==> config.mk <==
export PLATFORM = sky130hd
export DESIGN_NAME = link_failover_ctrl
export DESIGN_NICKNAME = d
export VERILOG_FILES = /design/src/rtl/link_failover_ctrl.sv
export SDC_FILE = /design/constraint.sdc
export NUM_CORES = 1
export LEC_CHECK = 0
export CELL_PAD_IN_SITES_DETAIL_PLACEMENT = 2
export CELL_PAD_IN_SITES_GLOBAL_PLACEMENT = 2
export CORE_AREA = 4 4 99 101
export DETAILED_ROUTE_END_ITERATION = 8
export DIE_AREA = 0 0 103 105
export PLACE_DENSITY_LB_ADDON = 0.1
export SKIP_LAST_GASP = 1
export SYNTH_ARGS = -nofsm -noshare
export SYNTH_HDL_FRONTEND = slang
export SYNTH_SLANG_ARGS = --single-unit
==> constraint.sdc <==
create_clock -name clk -period 3.7 [get_ports clk]
set_clock_uncertainty 0.1 [all_clocks]
set_input_delay 0.74 -clock clk [delete_from_list [all_inputs] [get_ports clk]]
set_output_delay 0.74 -clock clk [all_outputs]
set_load 0.1 [all_outputs]
==> src/rtl/link_failover_ctrl.sv <==
// link_failover_ctrl: picks one of two redundant GMII upstream links (A/B)
// for the output path. Each link has a health monitor that tracks PHY status,
// idle timeout and errored-frame rate. A four-state FSM moves 'select' only
// inside an inter-frame gap of the currently active link. It applies a
// hold-off after every switch, and it supports forced and revertive operation.
`timescale 1ns/1ps

module link_failover_ctrl #(
    parameter int TIMEOUT_CLOCKS = 50000,
    parameter int ERR_LIMIT      = 4,
    parameter int ERR_WINDOW     = 65536,
    parameter int HOLDOFF_CLOCKS = 1024,
    parameter int GAP_CLOCKS     = 12,
    parameter int REVERTIVE      = 1
) (
    input  logic       clk,
    input  logic       rst_n,
    input  logic       a_dv,
    input  logic       a_er,
    input  logic       a_up,
    input  logic       b_dv,
    input  logic       b_er,
    input  logic       b_up,
    input  logic       force_en,
    input  logic       force_sel,
    output logic       select,
    output logic       switch_pulse,
    output logic       a_healthy,
    output logic       b_healthy,
    output logic [1:0] state
);

    localparam int IW = $clog2(TIMEOUT_CLOCKS + 1);
    localparam int EW = $clog2(ERR_LIMIT + 1);
    localparam int WW = (ERR_WINDOW > 1) ? $clog2(ERR_WINDOW) : 1;
    localparam int HW = $clog2(HOLDOFF_CLOCKS + 1);

    localparam logic [IW-1:0] TIMEOUT_V = IW'(TIMEOUT_CLOCKS);
    localparam logic [IW-1:0] GAP_V     = IW'(GAP_CLOCKS);
    localparam logic [EW-1:0] ERR_V     = EW'(ERR_LIMIT);
    localparam logic [WW-1:0] WIN_LAST  = WW'(ERR_WINDOW - 1);
    localparam logic [HW-1:0] HOLD_V    = HW'(HOLDOFF_CLOCKS);
    localparam bit            REV       = (REVERTIVE != 0);

    typedef enum logic [1:0] {
        S_A    = 2'd0,
        S_TO_B = 2'd1,
        S_B    = 2'd2,
        S_TO_A = 2'd3
    } state_t;

    // Index 0 is link A and index 1 is link B.
    logic [1:0] link_dv;
    logic [1:0] link_er;
    logic [1:0] link_up;
    logic [1:0] link_healthy;
    logic [1:0] gap_met;

    assign link_dv = {b_dv, a_dv};
    assign link_er = {b_er, a_er};
    assign link_up = {b_up, a_up};

    // Shared error window. Its wrap clears both error counters.
    logic [WW-1:0] win_cnt_q;
    logic [WW-1:0] win_cnt_d;
    logic          win_wrap;

    // Free-running window counter, wrapping at ERR_WINDOW-1.
    always_comb begin
        win_wrap  = (win_cnt_q == WIN_LAST);
        win_cnt_d = win_wrap ? '0 : win_cnt_q + WW'(1);
    end

    // Window counter register.
    always_ff @(posedge clk) begin
        if (!rst_n) begin
            win_cnt_q <= '0;
        end else begin
            win_cnt_q <= win_cnt_d;
        end
    end

    genvar gi;
    generate
        for (gi = 0; gi < 2; gi++) begin : g_link
            logic [IW-1:0] idle_cnt_q;
            logic [IW-1:0] idle_cnt_d;
            logic [EW-1:0] err_cnt_q;
            logic [EW-1:0] err_cnt_d;
            logic          dv_prev_q;
            logic          dv_prev_d;
            logic          frame_err_q;
            logic          frame_err_d;
            logic          healthy_q;
            logic          healthy_d;
            logic          frame_end;

            assign frame_end = dv_prev_q && !link_dv[gi];

            // Idle timeout, errored-frame tracking and the health verdict.
            // A frame is tagged errored if er is seen with dv during the frame.
            // The tag is consumed on the dv falling edge.
            always_comb begin
                idle_cnt_d = idle_cnt_q;
                if (link_dv[gi]) begin
                    idle_cnt_d = '0;
                end else if (idle_cnt_q != TIMEOUT_V) begin
                    idle_cnt_d = idle_cnt_q + IW'(1);
                end

                dv_prev_d   = link_dv[gi];
                frame_err_d = frame_end ? 1'b0 : (frame_err_q || (link_dv[gi] && link_er[gi]));

                err_cnt_d = err_cnt_q;
                if (!link_up[gi] || win_wrap) begin
                    err_cnt_d = '0;
                end else if (frame_end && frame_err_q && (err_cnt_q != ERR_V)) begin
                    err_cnt_d = err_cnt_q + EW'(1);
                end

                healthy_d = link_up[gi] && (idle_cnt_q < TIMEOUT_V) && (err_cnt_q < ERR_V);
            end

            // Per-link monitor registers.
            always_ff @(posedge clk) begin
                if (!rst_n) begin
                    idle_cnt_q  <= '0;
                    err_cnt_q   <= '0;
                    dv_prev_q   <= 1'b0;
                    frame_err_q <= 1'b0;
                    healthy_q   <= 1'b0;
                end else begin
                    idle_cnt_q  <= idle_cnt_d;
                    err_cnt_q   <= err_cnt_d;
                    dv_prev_q   <= dv_prev_d;
                    frame_err_q <= frame_err_d;
                    healthy_q   <= healthy_d;
                end
            end

            // A gap is usable only once it is long enough. The link must also
            // not be starting a frame at the edge where select would move.
            assign gap_met[gi]      = (idle_cnt_q >= GAP_V) && !link_dv[gi];
            assign link_healthy[gi] = healthy_q;
        end
    endgenerate

    state_t        state_q;
    state_t        state_d;
    logic          select_q;
    logic          select_d;
    logic          switch_pulse_q;
    logic          switch_pulse_d;
    logic [HW-1:0] holdoff_q;
    logic [HW-1:0] holdoff_d;
    logic          holdoff_zero;
    logic          want_b;
    logic          want_a;

    assign holdoff_zero = (holdoff_q == '0);

    // Next-state logic. Force overrides health and hold-off. The gap
    // requirement always applies. An automatic move needs the target link
    // to be healthy, so the FSM stays put when both links are bad.
    always_comb begin
        want_b = force_en ? force_sel
                          : (!link_healthy[0] && link_healthy[1] && holdoff_zero);
        want_a = force_en ? !force_sel
                          : (link_healthy[0] && holdoff_zero && (REV || !link_healthy[1]));

        state_d        = state_q;
        select_d       = select_q;
        switch_pulse_d = 1'b0;
        holdoff_d      = holdoff_zero ? holdoff_q : holdoff_q - HW'(1);

        case (state_q)
            S_A: begin
                if (want_b) begin
                    state_d = S_TO_B;
                end
            end
            S_TO_B: begin
                if (!want_b) begin
                    state_d = S_A;
                end else if (gap_met[0]) begin
                    state_d        = S_B;
                    select_d       = 1'b1;
                    switch_pulse_d = 1'b1;
                    holdoff_d      = HOLD_V;
                end
            end
            S_B: begin
                if (want_a) begin
                    state_d = S_TO_A;
                end
            end
            S_TO_A: begin
                if (!want_a) begin
                    state_d = S_B;
                end else if (gap_met[1]) begin
                    state_d        = S_A;
                    select_d       = 1'b0;
                    switch_pulse_d = 1'b1;
                    holdoff_d      = HOLD_V;
                end
            end
            default: begin
                state_d = S_A;
            end
        endcase
    end

    // FSM state and its registered outputs.
    always_ff @(posedge clk) begin
        if (!rst_n) begin
            state_q        <= S_A;
            select_q       <= 1'b0;
            switch_pulse_q <= 1'b0;
            holdoff_q      <= '0;
        end else begin
            state_q        <= state_d;
            select_q       <= select_d;
            switch_pulse_q <= switch_pulse_d;
            holdoff_q      <= holdoff_d;
        end
    end

    assign select       = select_q;
    assign switch_pulse = switch_pulse_q;
    assign a_healthy    = link_healthy[0];
    assign b_healthy    = link_healthy[1];
    assign state        = state_q;

endmodule

==> results of run 1 <==
==> state kept, by name, indices dropped and copies added, names as in the netlist <==
register	flops
a_healthy	1
b_healthy	1
g_link.dv_prev_q	2
g_link.err_cnt_q	6
g_link.frame_err_q	2
g_link.idle_cnt_q	32
holdoff_q	11
select	1
state	2
switch_pulse	1
win_cnt_q	16
==> cell type report <==
type                       count  area (um^2)
fill                        1007         5040
multi-input combinational    302         1900
sequential                    75         1500
timing repair buffer          16          155
clock buffer                  11          141
tap                          111          139
inverter                      24         90.1
clock inverter                 5         52.6
==> placed cells by master, fill, tap and decap left out, types with 4 or more instances in the layout <==
cell type and instances:
a21oi_1 18, and2_1 5, and3_1 6, and4_1 6
clkbuf_8 10, clkdlybuf4s50_1 14, dfxtp_1 75, ha_1 10
inv_1 24, mux2i_1 4, nand2_1 24, nand2b_1 6
nand3_1 15, nand4_1 15, nor2_1 67, nor2b_1 6
nor3_1 9, nor4_1 9, o21ai_0 15, or3_1 9
xnor2_1 21, xor2_1 24
==> power groups by stage <==
| stage | Sequential (uW) | Combinational (uW) | Clock, uW |
|---|---|---|---|
| floorplan | 954 | 265 | 0 |
| global placement | 950 | 346 | 0 |
| detailed placement | 955 | 364 | 0 |
| CTS | 936 | 367 | 657 |
| global route | 945 | 404 | 700 |
| finish | 935 | 359 | 632 |
==> routing by layer <==
| layer | up-vias | routed length, um |
|---|---|---|
| li1 | 1444 | - |
| met1 | 1425 | 4150 |
| met2 | 17 | 4040 |
| met3 | 10 | 136 |
| met4 | 0 | 135 |
| met5 | - | 0 |
==> logic make-up after synthesis <==
logic type	count (synthesis)	synth area share [%]
AOI/OAI and AO/OA	50	9.60
xor gates and xnor gates	45	11.2
muxes	4	1.14
DFF	75	42.7
and+or+nand+nor	193	28.4
buffers and inverters	32	3.41
adders and majority gates	10	3.55
==> synth_stat cells <==
| cell type | instances | share of area, % |
|---|---|---|
| or3b_2 | 2 | 0.50 |
| nor3b_1 | 2 | 0.43 |
| nand2_1 | 24 | 2.6 |
| a21boi_1 | 1 | 0.21 |
| nand3_1 | 15 | 2.1 |
| nor4b_1 | 1 | 0.25 |
| a21o_1 | 1 | 0.21 |
| or2_2 | 2 | 0.36 |
| xnor2_1 | 21 | 5.2 |
| a41oi_1 | 1 | 0.25 |
| nand3_2 | 1 | 0.28 |
| and2_1 | 5 | 0.89 |
| o41ai_4 | 1 | 0.78 |
| nand2b_1 | 6 | 1.1 |
| clkbuf_1 | 8 | 0.85 |
| a211oi_1 | 3 | 0.64 |
| nor4_1 | 9 | 1.6 |
| nand4b_1 | 3 | 0.75 |
| nand3b_1 | 2 | 0.43 |
| o21a_1 | 3 | 0.64 |
| o2bb2ai_1 | 2 | 0.50 |
| o31ai_1 | 1 | 0.21 |
| mux2i_1 | 4 | 1.1 |
| or4_4 | 1 | 0.32 |
| ha_1 | 10 | 3.6 |
| or3_1 | 9 | 1.6 |
| o21ai_0 | 15 | 2.1 |
| nor3_1 | 9 | 1.3 |
| and4_1 | 6 | 1.5 |
| xor2_1 | 24 | 6.0 |
| inv_1 | 24 | 2.6 |
| nor4_2 | 1 | 0.36 |
| a2bb2oi_4 | 1 | 0.75 |
| o21bai_1 | 1 | 0.21 |
| and3_1 | 6 | 1.1 |
| or4_1 | 1 | 0.21 |
| o41ai_1 | 1 | 0.25 |
| a31o_2 | 1 | 0.25 |
| nor2_1 | 67 | 7.1 |
| a21oi_1 | 18 | 2.6 |
| nand4_1 | 15 | 2.7 |
| nor2b_1 | 6 | 1.1 |
| dfxtp_1 | 75 | 43 |
==> stage by stage <==
stage	hold WS [ps]	total power, uW	instance area, um^2
CTS	370	1960	3980
finish	364	1930	3980
global placement	344	1300	3780
floorplan	326	1220	3520
global route	393	2050	3980
detailed placement	349	1320	3780
==> path summary, 6_finish.rpt <==
path                              to  slack (ps)
max                         state[0]         920
min          win_cnt_q[0]$_SDFF_PP0_         360
max reg2reg  holdoff_q[1]$_SDFF_PN0_        1400
min reg2reg  win_cnt_q[0]$_SDFF_PP0_         360
==> metrics.yaml, run 1 <==
run_status:
  status: "finished, final reports clean"
timing:
  worst_pin_slew_ps: 974
  slew_violations: 0
  finalSetupTns_ps: 0
  slew_headroom_pct: 34.8
  fin_crit_sh_pct: 75.1
  timing.fmax_mhz: 360
  worst_slack_ps: 921
  rsz0062_at_grt: "no"
  setup_viol: 0
  hold_viol: 0
  finalCriticalPeriod_ps: 2780
placed_design:
  dp_slack_ps: 744
  dp.cells: 528
  port_buffers: 15
  globalplace.congestion: 0.703
  hpwl_um: 6230
worst_hold_path:
  min_from: "win_cnt_q[0]$_SDFF_PP0_"
  holdPathStages: 1
  hold_path.class: "reg2reg"
setup_path:
  arrival_ps: 1940
  cpMaxStageDelayCell: "clkdlybuf4s50_1"
  start_kind: "register"
  crit_start: "state[0]$_SDFFE_PN0P_"
  r2r_start: "holdoff_q[0]$_SDFF_PN0_"
  cp_cell_sequence: "clkdlybuf4s50_1"
  worstRegToRegCells: 7
  cp.required_ps: 2860
  critPathKind: "reg2out"
  cp_num_buf_inv: 1
  worst-path-max-fanout: 6
  cp_slowest_stage_delay_ps: 1170
  critical-path-top-delay-family: "buffers and inverters"
  end_kind: "output port"
  critical_path_cell_count: 1
clocking:
  h-tree-depth: 3
  clk_pin_slew_ps: 80
  postCtsSetupBuffers: 0
  cts_made_buffers: 9
  clockBufferDepth: 2
  insertion_delay_ps: 340
  hold_buffers: 0
  cts.repair.resized: 0
  clock_sinks: 75
  cts_tree: "done"
  cts-root-buf: "clkbuf_8"
floorplan:
  coreArea_mm2: 0.00902
  rows: 35
  die_area_mm2: 0.0108
  start_util_pct: 39.0
  die_h_um: 105
  die_w_um: 103
  ioPinCount: 16
global_routing:
  grt_pass1_wl_um: 14400
  grt_max_degree: 17
  met3_usage_pct: 2.34
  first_global_vias: 3032
  busiest_layer: "met2"
  use_met1_pct: 21.7
  grt_usage_pct: 16.4
  antenna_found_initial: 0
  grt_util_met2_pct: 26.9
  gr-total-overflow: 0
power_and_ir_drop:
  switching_share_pct: 30.2
  pwr-share-seq_pct: 48.6
  combPwrFrac_pct: 18.6
  p_clk_share_pct: 32.8
  leakagePower_uw: 0.00142
  ir_drop_mv: 0.150
  p_switching_uw: 582
  power.density_mw_per_mm2: 484
  internal_power_uw: 1340
drt:
  drt_iter0_drc: 37
  drt_pass1_iterations: 4
  vias_per_cell: 5.32
  drc: 0
  wl_per_cell_um: 15.6
  detail-route-antenna-nets: 0
  vias: 2896
  routed_wl_um: 8460
final_layout:
  fin_util_pct: 44.1
  finalNonFillerCells: 544
  fin_nets: 448
  n_antenna_cell: 0
  syn2layout_area_growth_pct: 13.0
  drive_gt1_share_pct: 6.24
yosys:
  synth_cell_types: 43
  avgSynthCellArea_um2: 8.61
  syn_inst: 409
  syn_area_mm2: 0.00352
  yosys_warnings: 0
  ys_ff_latch: 75
  synth-seq-area-share_pct: 42.7
  syn-num-nets: 429
run:
  maxCapViolations: 0
(Power assumes the default switching activity.)
==> run 2, diff against run 1 <==
--- a/config.mk
+++ b/config.mk
@@ -7,9 +7,9 @@
 export LEC_CHECK = 0
 export CELL_PAD_IN_SITES_DETAIL_PLACEMENT = 2
 export CELL_PAD_IN_SITES_GLOBAL_PLACEMENT = 2
-export CORE_AREA = 4 4 99 101
+export CORE_AREA = 4 4 109 111
 export DETAILED_ROUTE_END_ITERATION = 8
-export DIE_AREA = 0 0 103 105
+export DIE_AREA = 0 0 113 115
 export PLACE_DENSITY_LB_ADDON = 0.1
 export SKIP_LAST_GASP = 1
 export SYNTH_ARGS = -nofsm -noshare
==> constraint.sdc (replaced) <==
create_clock -name clk -period 2.25 [get_ports clk]
set_clock_uncertainty 0.1 [all_clocks]
set_input_delay 0.45 -clock clk [delete_from_list [all_inputs] [get_ports clk]]
set_output_delay 0.45 -clock clk [all_outputs]
set_load 0.1 [all_outputs]
==> metrics.yaml, run 2 (synthesized netlist as in run 1, its figures left out) <==
timing:
  fin_crit_sh_pct: 94.8
  worst_pin_slew_ps: 625  # -349 ps
  worst_slack_ps: 116  # -804 ps
  setup_viol: 0  # unchanged
  slew_violations: 0  # unchanged
  hold_viol: 0  # unchanged
  slew_headroom_pct: 58.2  # +23 points
  timing.fmax_mhz: 469
  fin_hold_ws_ps: 377  # +12.8 ps
  finalCriticalPeriod_ps: 2130
setup_path:
  cpMaxStageDelayCell: "or4_4"
  cp_slowest_stage_delay_ps: 570  # -600 ps
  r2r_start: "holdoff_q[0]$_SDFF_PN0_"
  cp_cell_sequence: "clkdlybuf4s50_1 -> or4_4 -> o41ai_4 -> buf_4 -> buf_4 -> nand4_1 -> nand3_1 -> o21ai_0"
  cpMostUsedCell: "buf_4"
  end_kind: "register"
  critPathKind: "in2reg"
  regToRegSetupSlack_ps: 140  # -1260 ps
  crit_start: "force_en"
  start_kind: "primary input"
  worst-path-max-fanout: 3  # -3
  arrival_ps: 2280  # +340 ps
  cp.required_ps: 2400  # -460 ps
final_layout:
  layout_commonest_cell: "dfxtp_1"
  largest_reg_flops: 32  # unchanged
  syn2layout_area_growth_pct: 20.2
  fillers: 1220  # +21%
  largest_registers: "g_link.idle_cnt_q (32), win_cnt_q (16), holdoff_q (11)"
  layout_common_cells: "72 x dfxtp_1, 67 x nor2_1, 28 x buf_4"
  n_antenna_cell: 0  # unchanged
  fin_nets: 470  # +4.9%
  drive_gt1_share_pct: 12.8  # +6.5 points
  largest_register: "g_link.idle_cnt_q"
clocking:
  clk_pin_slew_ps: 80  # about the same
  cts_made_buffers: 9  # unchanged
  hold_buffers: 0  # unchanged
  cts-root-buf: "clkbuf_8"
  h-tree-depth: 3  # unchanged
  clockBufferDepth: 2  # unchanged
  clock_sinks: 75  # unchanged
  insertion_delay_ps: 350  # about the same
  cts_tree: "done"
global_routing:
  grt_max_degree: 17  # unchanged
  grt_usage_pct: 15.2  # -1.2 points
  first_global_vias: 3280  # +8.2%
  antenna_found_initial: 0  # unchanged
  grt_pass1_wl_um: 15800  # +10%
  gr-total-overflow: 0  # unchanged
floorplan:
  die_area_mm2: 0.0130  # +20%
  die_h_um: 115  # +9.5%
  coreArea_mm2: 0.0108  # +20%
  die_w_um: 113  # +9.7%
  ioPinCount: 16  # unchanged
  start_util_pct: 32.6  # -6.4 points
  rows: 38  # +8.6%
drt:
  vias: 2978  # +2.8%
  wl_per_cell_um: 15.2  # -2.4%
  detail-route-antenna-nets: 0  # unchanged
  drt_iter0_drc: 96  # +160%
  routed_wl_um: 9020  # +6.6%
  vias_per_cell: 5.01  # -5.8%
  drt_pass1_iterations: 4  # unchanged
  drc: 0  # unchanged
placed_design:
  port_buffers: 15  # unchanged
  dp_slack_ps: -337  # -1080 ps
  hpwl_um: 6500  # +4.3%
  globalplace.congestion: 0.733  # +4.3%
power_and_ir_drop:
  switching_share_pct: 29.4  # -0.78 points
  ir_drop_mv: 0.337  # +120%
  combPwrFrac_pct: 21.1  # +2.5 points
  pwr-share-seq_pct: 44.9  # -3.7 points
  internal_power_uw: 2410  # +79%
  p_switching_uw: 1000  # +72%
  leakagePower_uw: 0.00155  # +9.6%
  p_total_uw: 3410  # +77%
  power.density_mw_per_mm2: 806  # +66%
  p_clk_share_pct: 33.9  # +1.1 points
run:
  maxCapViolations: 0  # unchanged
worst_hold_path:
  min_from: "win_cnt_q[0]$_SDFF_PP0_"
  hold_path.class: "reg2reg"
run_status:
  status: "finished, final reports clean"
==> run 2: changes by cell type in the layout (fill, tap and decap cells not counted), moves of 2 or more <==
cell             change
buf_4               +26
clkdlybuf4s50_1      -5
dfxtp_2              +3
clkinv_2             -3
dfxtp_1              -3
clkbuf_1             +2
==> run 2: path summary, 6_finish.rpt <==
check,to,cells past startpoint
max,select$_SDFFE_PN0P_,8
min,win_cnt_q[0]$_SDFF_PP0_,1
max reg2reg,select$_SDFFE_PN0P_,9
min reg2reg,win_cnt_q[0]$_SDFF_PP0_,1
==> run 2: critical path, delay by kind of cell <==
family | cells | cell delay, ps
simple gates | 3 | 800
buf+inv | 3 | 690
compound gates | 2 | 340
==> run 2: through the flow <==
stage | cells | instance area (um^2) | utilization, % | TNS [ps]
2_1_floorplan | 409 | 3520 | - | 0
3_3_place_gp | 578 | 3980 | 36.9 | -3570
3_5_place_dp | 578 | 3980 | 36.9 | -4400
4_1_cts | 593 | 4190 | 38.8 | 0
5_1_grt | 594 | 4230 | 39.2 | -17.4
6_report | 594 | 4230 | 39.2 | 0
==> run 2: area by class of cell <==
type | count | area (um^2) | share of cell area [%]
Tap cell | 140 | 175 | 4.14
Sequential cell | 75 | 1510 | 35.6
Multi-Input combinational cell | 302 | 1930 | 45.6
Timing Repair Buffer | 38 | 320 | 7.57
Clock inverter | 2 | 60.1 | 1.42
Clock buffer | 13 | 149 | 3.52
Inverter | 24 | 90.1 | 2.13
==> run 2: per-layer routing <==
| layer | global-route usage, % | share of wire [%] |
|---|---|---|
| met4 | 6.49 | 1.8 |
| met3 | 3.21 | 2.2 |
| met1 | 18.3 | 46 |
| met5 | 0 | 0 |
| met2 | 26.5 | 50 |
==> run 2: power by group through the flow <==
stage / Combinational, uW / Clock [uW] / Sequential, uW
after global placement: 659 / 0 / 1550
after CTS: 695 / 1210 / 1530
after floorplan: 435 / 0 / 1570
after global routing: 812 / 1280 / 1560
after detailed placement: 683 / 0 / 1560
final: 721 / 1160 / 1530
==> run 2: what timing repair did <==
item | in CTS | in global routing
gates resized for setup | 0 | 6
endpoints found under the setup margin | 0 | 14
setup buffers | 0 | 1
